**src/rtl/dsp_pipe_stage_if.sv**
```systemverilog
// Upstream/downstream valid-ready stream bundle for dsp_pipe_stage.
// The slave view belongs to the pipeline; the master view belongs to its environment.
interface dsp_pipe_stage_if #(
    parameter int unsigned WIDTH = 18
);
    logic [WIDTH-1:0] in_data;
    logic             in_valid;
    logic             in_ready;
    logic [WIDTH-1:0] out_data;
    logic             out_valid;
    logic             out_ready;

    modport slave (
        input  in_data,
        input  in_valid,
        input  out_ready,
        output in_ready,
        output out_data,
        output out_valid
    );

    modport master (
        output in_data,
        output in_valid,
        output out_ready,
        input  in_ready,
        input  out_data,
        input  out_valid
    );
endinterface

```
**src/rtl/dsp_pipe_stage.sv**
```systemverilog
// Valid/ready register chain of DEPTH stages with bubble collapse, clock enable,
// synchronous flush and an occupancy count; DEPTH=0 degenerates to wires.
module dsp_pipe_stage #(
    parameter int unsigned      WIDTH  = 18,
    parameter int unsigned      DEPTH  = 1,
    parameter logic [WIDTH-1:0] RSTVAL = '0,
    localparam int unsigned     CNT_W  = (DEPTH == 0) ? 1 : $clog2(DEPTH + 1)
) (
    input  logic             clk,
    input  logic             rst,
    input  logic             ce,
    input  logic             clr,
    dsp_pipe_stage_if.slave  bus,
    output logic [CNT_W-1:0] count
);

    if (WIDTH == 0 || WIDTH > 48) begin : g_bad_width
        $error("dsp_pipe_stage: WIDTH=%0d outside legal range 1..48", WIDTH);
    end

    if (DEPTH > 4) begin : g_bad_depth
        $error("dsp_pipe_stage: DEPTH=%0d outside legal range 0..4", DEPTH);
    end

    if (DEPTH == 0) begin : g_comb
        logic unused_ok;

        assign bus.out_data  = bus.in_data;
        assign bus.out_valid = ce & bus.in_valid;
        assign bus.in_ready  = ce & bus.out_ready;
        assign count         = '0;
        assign unused_ok     = &{1'b0, clk, rst, clr};
    end else begin : g_pipe
        logic [DEPTH:1]   v_q;
        logic [WIDTH-1:0] d_q [1:DEPTH];
        logic [DEPTH:1]   rdy;

        // A stage can take new data if it is empty or everything below it will move.
        always_comb begin : ready_chain
            logic r;
            r   = bus.out_ready;
            rdy = '0;
            for (int k = int'(DEPTH); k >= 1; k--) begin
                r      = ~v_q[k] | r;
                rdy[k] = r;
            end
        end

        always_ff @(posedge clk or posedge rst) begin
            if (rst) begin
                v_q <= '0;
                for (int k = 1; k <= int'(DEPTH); k++) d_q[k] <= RSTVAL;
            end else if (clr) begin
                v_q <= '0;
                for (int k = 1; k <= int'(DEPTH); k++) d_q[k] <= RSTVAL;
            end else if (ce) begin
                if (rdy[1]) begin
                    v_q[1] <= bus.in_valid;
                    if (bus.in_valid) d_q[1] <= bus.in_data;
                end
                // Data registers only load on valid so a bubble leaves the old word in place.
                for (int k = 2; k <= int'(DEPTH); k++) begin
                    if (rdy[k]) begin
                        v_q[k] <= v_q[k-1];
                        if (v_q[k-1]) d_q[k] <= d_q[k-1];
                    end
                end
            end
        end

        assign bus.in_ready  = ce & rdy[1];
        assign bus.out_valid = ce & v_q[DEPTH];
        assign bus.out_data  = d_q[DEPTH];

        always_comb begin
            count = '0;
            for (int k = 1; k <= int'(DEPTH); k++) count = count + CNT_W'(v_q[k]);
        end
    end

endmodule
```
**src/flat_wrapper.sv**
```systemverilog
// flat-port wrapper written by rule: the top's interface ports become plain ports
module dsp_pipe_stage_flat 
#(
    parameter int unsigned      WIDTH  = 18,
    parameter int unsigned      DEPTH  = 1,
    parameter logic [WIDTH-1:0] RSTVAL = '0,
    localparam int unsigned     CNT_W  = (DEPTH == 0) ? 1 : $clog2(DEPTH + 1)
)
  (clk, rst, ce, clr, count, bus_in_data, bus_in_valid, bus_out_ready, bus_in_ready, bus_out_data, bus_out_valid);
  dsp_pipe_stage_if #(.WIDTH(WIDTH)) bus_i ();
  input  logic clk;
  input  logic rst;
  input  logic ce;
  input  logic clr;
  output logic [CNT_W-1:0] count;
  input wire logic [$bits(bus_i.in_data)-1:0] bus_in_data;
  input wire logic [$bits(bus_i.in_valid)-1:0] bus_in_valid;
  input wire logic [$bits(bus_i.out_ready)-1:0] bus_out_ready;
  output wire logic [$bits(bus_i.in_ready)-1:0] bus_in_ready;
  output wire logic [$bits(bus_i.out_data)-1:0] bus_out_data;
  output wire logic [$bits(bus_i.out_valid)-1:0] bus_out_valid;
  assign bus_i.in_data = bus_in_data;
  assign bus_i.in_valid = bus_in_valid;
  assign bus_i.out_ready = bus_out_ready;
  assign bus_in_ready = bus_i.in_ready;
  assign bus_out_data = bus_i.out_data;
  assign bus_out_valid = bus_i.out_valid;
  dsp_pipe_stage #(.WIDTH(WIDTH), .DEPTH(DEPTH), .RSTVAL(RSTVAL)) u_core (.clk(clk), .rst(rst), .ce(ce), .clr(clr), .bus(bus_i), .count(count));
endmodule
```
**config.mk**
```make
export PLATFORM = sky130hd
export DESIGN_NAME = dsp_pipe_stage_flat
export DESIGN_NICKNAME = d
export VERILOG_FILES = /design/src/rtl/dsp_pipe_stage_if.sv /design/src/rtl/dsp_pipe_stage.sv /design/src/flat_wrapper.sv
export SDC_FILE = /design/constraint.sdc
export NUM_CORES = 1
export LEC_CHECK = 0
export BUFFER_PORTS_ARGS = -buffer_cell sky130_fd_sc_hd__buf_2
export CAP_MARGIN = 20
export CORE_MARGIN = 3
export CORE_UTILIZATION = 30
export DETAILED_ROUTE_END_ITERATION = 10
export HOLD_SLACK_MARGIN = 0.05
export PLACE_DENSITY = 0.62
export SLEW_MARGIN = 10
export SYNTH_ARGS = -nofsm -noshare
export SYNTH_HDL_FRONTEND = slang
export SYNTH_SLANG_ARGS = --single-unit
```
**constraint.sdc**
```tcl
create_clock -name clk -period 1.4 [get_ports clk]
set_input_delay 0.21 -clock clk [delete_from_list [all_inputs] [get_ports clk]]
set_output_delay 0.21 -clock clk [all_outputs]
set_load 0.05 [all_outputs]
```
==> impl_metrics.csv <==
group,metric,value,unit
route,vias_per_cell,4.65,
timing,skew,0.00290,ns
clocking,cts.clk_slew.worst_paths,0.10,ns
global_route,gr-total-overflow,0,
critical_path,cp_slowest_cell,"dfrtp_2",
timing,tns,0,ns
timing,slew_violations,0,
clocking,htreeDepth,1,
critical_path,required,1.19,ns
floorplan,die_w,56.1,µm
global_route,grt_max_degree,20,
route,drt_iter0_drc,13,
hold_path,hp-class,"in -> reg",
floorplan,dieArea,3140,µm²
timing,final-setup-viol-count,0,
route,drt-total-wl,1640,µm
floorplan,rows,17,
clocking,clk_latency,0.29,ns
critical_path,startpoint_type,"register",
critical_path,arrival,1.12,ns
cells_and_area,area_growth,36.4,%
placement,globalplace.congestion,0.712,
critical_path,worst_path_largest_cell_delay,0.45,ns
clocking,root_buffer,"clkbuf_4",
timing,worst_pin_slew,0.507,ns
critical_path,crit_chain,"nand2b_4, and2_4, buf_8",
clocking,clock_sinks,19,
floorplan,io_pins,45,
cells_and_area,drive_gt1_frac,0.558,
clocking,cts_tree,"done",
cells_and_area,final-seq-area,477,µm²
route,drcViolationCount,0,
global_route,grt_pass1_wl,2710,µm
global_route,grt_use_total,0.110,
timing,period_needed,1.33,ns
route,final_antenna_net_count,0,
cells_and_area,mostFrequentLayoutCells,"43 x buf_2, 18 x a22o_1, 18 x dfrtp_1, 3 x clkbuf_4",
pwr,ir_worst_vdd,468,µV
synth,synth.avg_cell_area,15.7,µm²
synth,synth_nets,72,
critical_path,path_class,"reg -> out",
synth,syn_area,752,µm²
critical_path,end_kind,"primary output",
timing,fin_ws,0.0673,ns
pwr,power.density,1070,nW/µm²
floorplan,initial_core_util,0.327,
cells_and_area,mostFrequentLayoutCell,"buf_2",
cells_and_area,post-route-util,0.447,
cells_and_area,nets,120,
placement,pre_cts_ws,0.167,ns
timing,period_share,0.952,
global_route,first_global_vias,613,
cells_and_area,n_fill_cell,236,
global_route,antenna_found_initial,0,
synth,yosysSeqAreaShare,0.632,
cells_and_area,diodes,0,
cells_and_area,multi_input_area,236,µm²
timing,slew_headroom,0.662,
timing,hold_violations,0,
route,wl_per_cell,13.3,µm
synth,synthCells,48,
timing,hold_ws,0.131,ns
critical_path,path_buf_inv,1,
critical_path,worstPathMaxFanout,4,
flow_run,cap_violations,0,
timing,fmax,0.750,GHz
floorplan,core,2300,µm²
placement,numPortBuffers,44,
placement,hpwlAfterDp,1180,µm
clocking,clk_path_buf_depth,2,
clocking,cts_buffers,3,
outcome,status,"completed",
synth,synth_seq_cells,19,
floorplan,die_height,56.1,µm
timing,rsz0062_at_grt,"false",
critical_path,cp_top_family,"flip-flops",
route,num_vias,572,
synth,yosys_warnings,0,
route,drtPass1Iterations,4,
pwr,leakagePower,0.578,nW
synth,synth.distinct_cells,12,
power breakdown:
group          switching [mW]  internal, mW
registers              0.0155         0.575
clock network           0.155         0.111
logic                   0.168        0.0793
total                   0.338         0.765
area by class of cell:
type	count	share of cell area
Clock buffer	4	0.0256
Inverter	1	0.00366
Multi-Input combinational cell	25	0.230
Sequential cell	19	0.465
Tap cell	28	0.0341
Timing Repair Buffer	46	0.241
what timing repair did:
item	in CTS	in global routing
buffers inserted	0	0
resized for setup	2	2
hold endpoints to repair	19	0
hold buffers	1	0
endpoints found under the setup margin	1	1
cloned	0	0
per-stage QoR:
step,instances,total power [mW],instance area (µm²)
after global placement,118,0.840,978
after detailed placement,118,0.842,978
after floorplan,48,0.770,753
final,123,1.10,1030
after CTS,123,1.12,1020
after global routing,123,1.16,1030
metal layers:
layer  track usage  wire length, µm  vias up
met1         0.139              785      263
li1              -                -      277
met5             0                0        -
met3        0.0394              190        0
met2         0.165              661       32
met4        0.0508                0        0
Yosys cell counts:
cell	n	area, µm²
and2_1	1	6.26
and2_2	1	7.51
nand2b_4	1	13.8
dfrtp_1	19	475
buf_8	1	15.0
a22o_1	18	158
inv_1	1	3.75
or2b_1	1	7.51
and4b_4	1	13.8
buf_6	2	22.5
o21bai_1	1	7.51
a31oi_4	1	21.3
sequential cells by signal (all words and copies together) (netlist names):
register,flops
u_core.g_pipe.v_q,1
u_core.bus.out_data,18
final timing paths:
kind / endpoint / from / slack, ns / cells after the start
worst min register to register: u_core.bus.out_data[10] / u_core.bus.out_data[10] / 0.51 / 1
min in group asynchronous: u_core.bus.out_data[2] / rst / 0.47 / 4
worst max-delay path: bus_in_ready / u_core.g_pipe.v_q / 0.07 / 3
worst min-delay path: u_core.bus.out_data[9] / bus_in_data[9] / 0.13 / 2
worst max register to register: u_core.bus.out_data[16] / u_core.g_pipe.v_q / 0.16 / 3
max in group asynchronous: u_core.g_pipe.v_q / rst / 0.72 / 4
logic make-up after synthesis:
family | share of synthesized area
buf+inv | 0.0549
simple gates | 0.0649
flops | 0.632
compound gates | 0.248
Power figures use the tool's default switching activity.
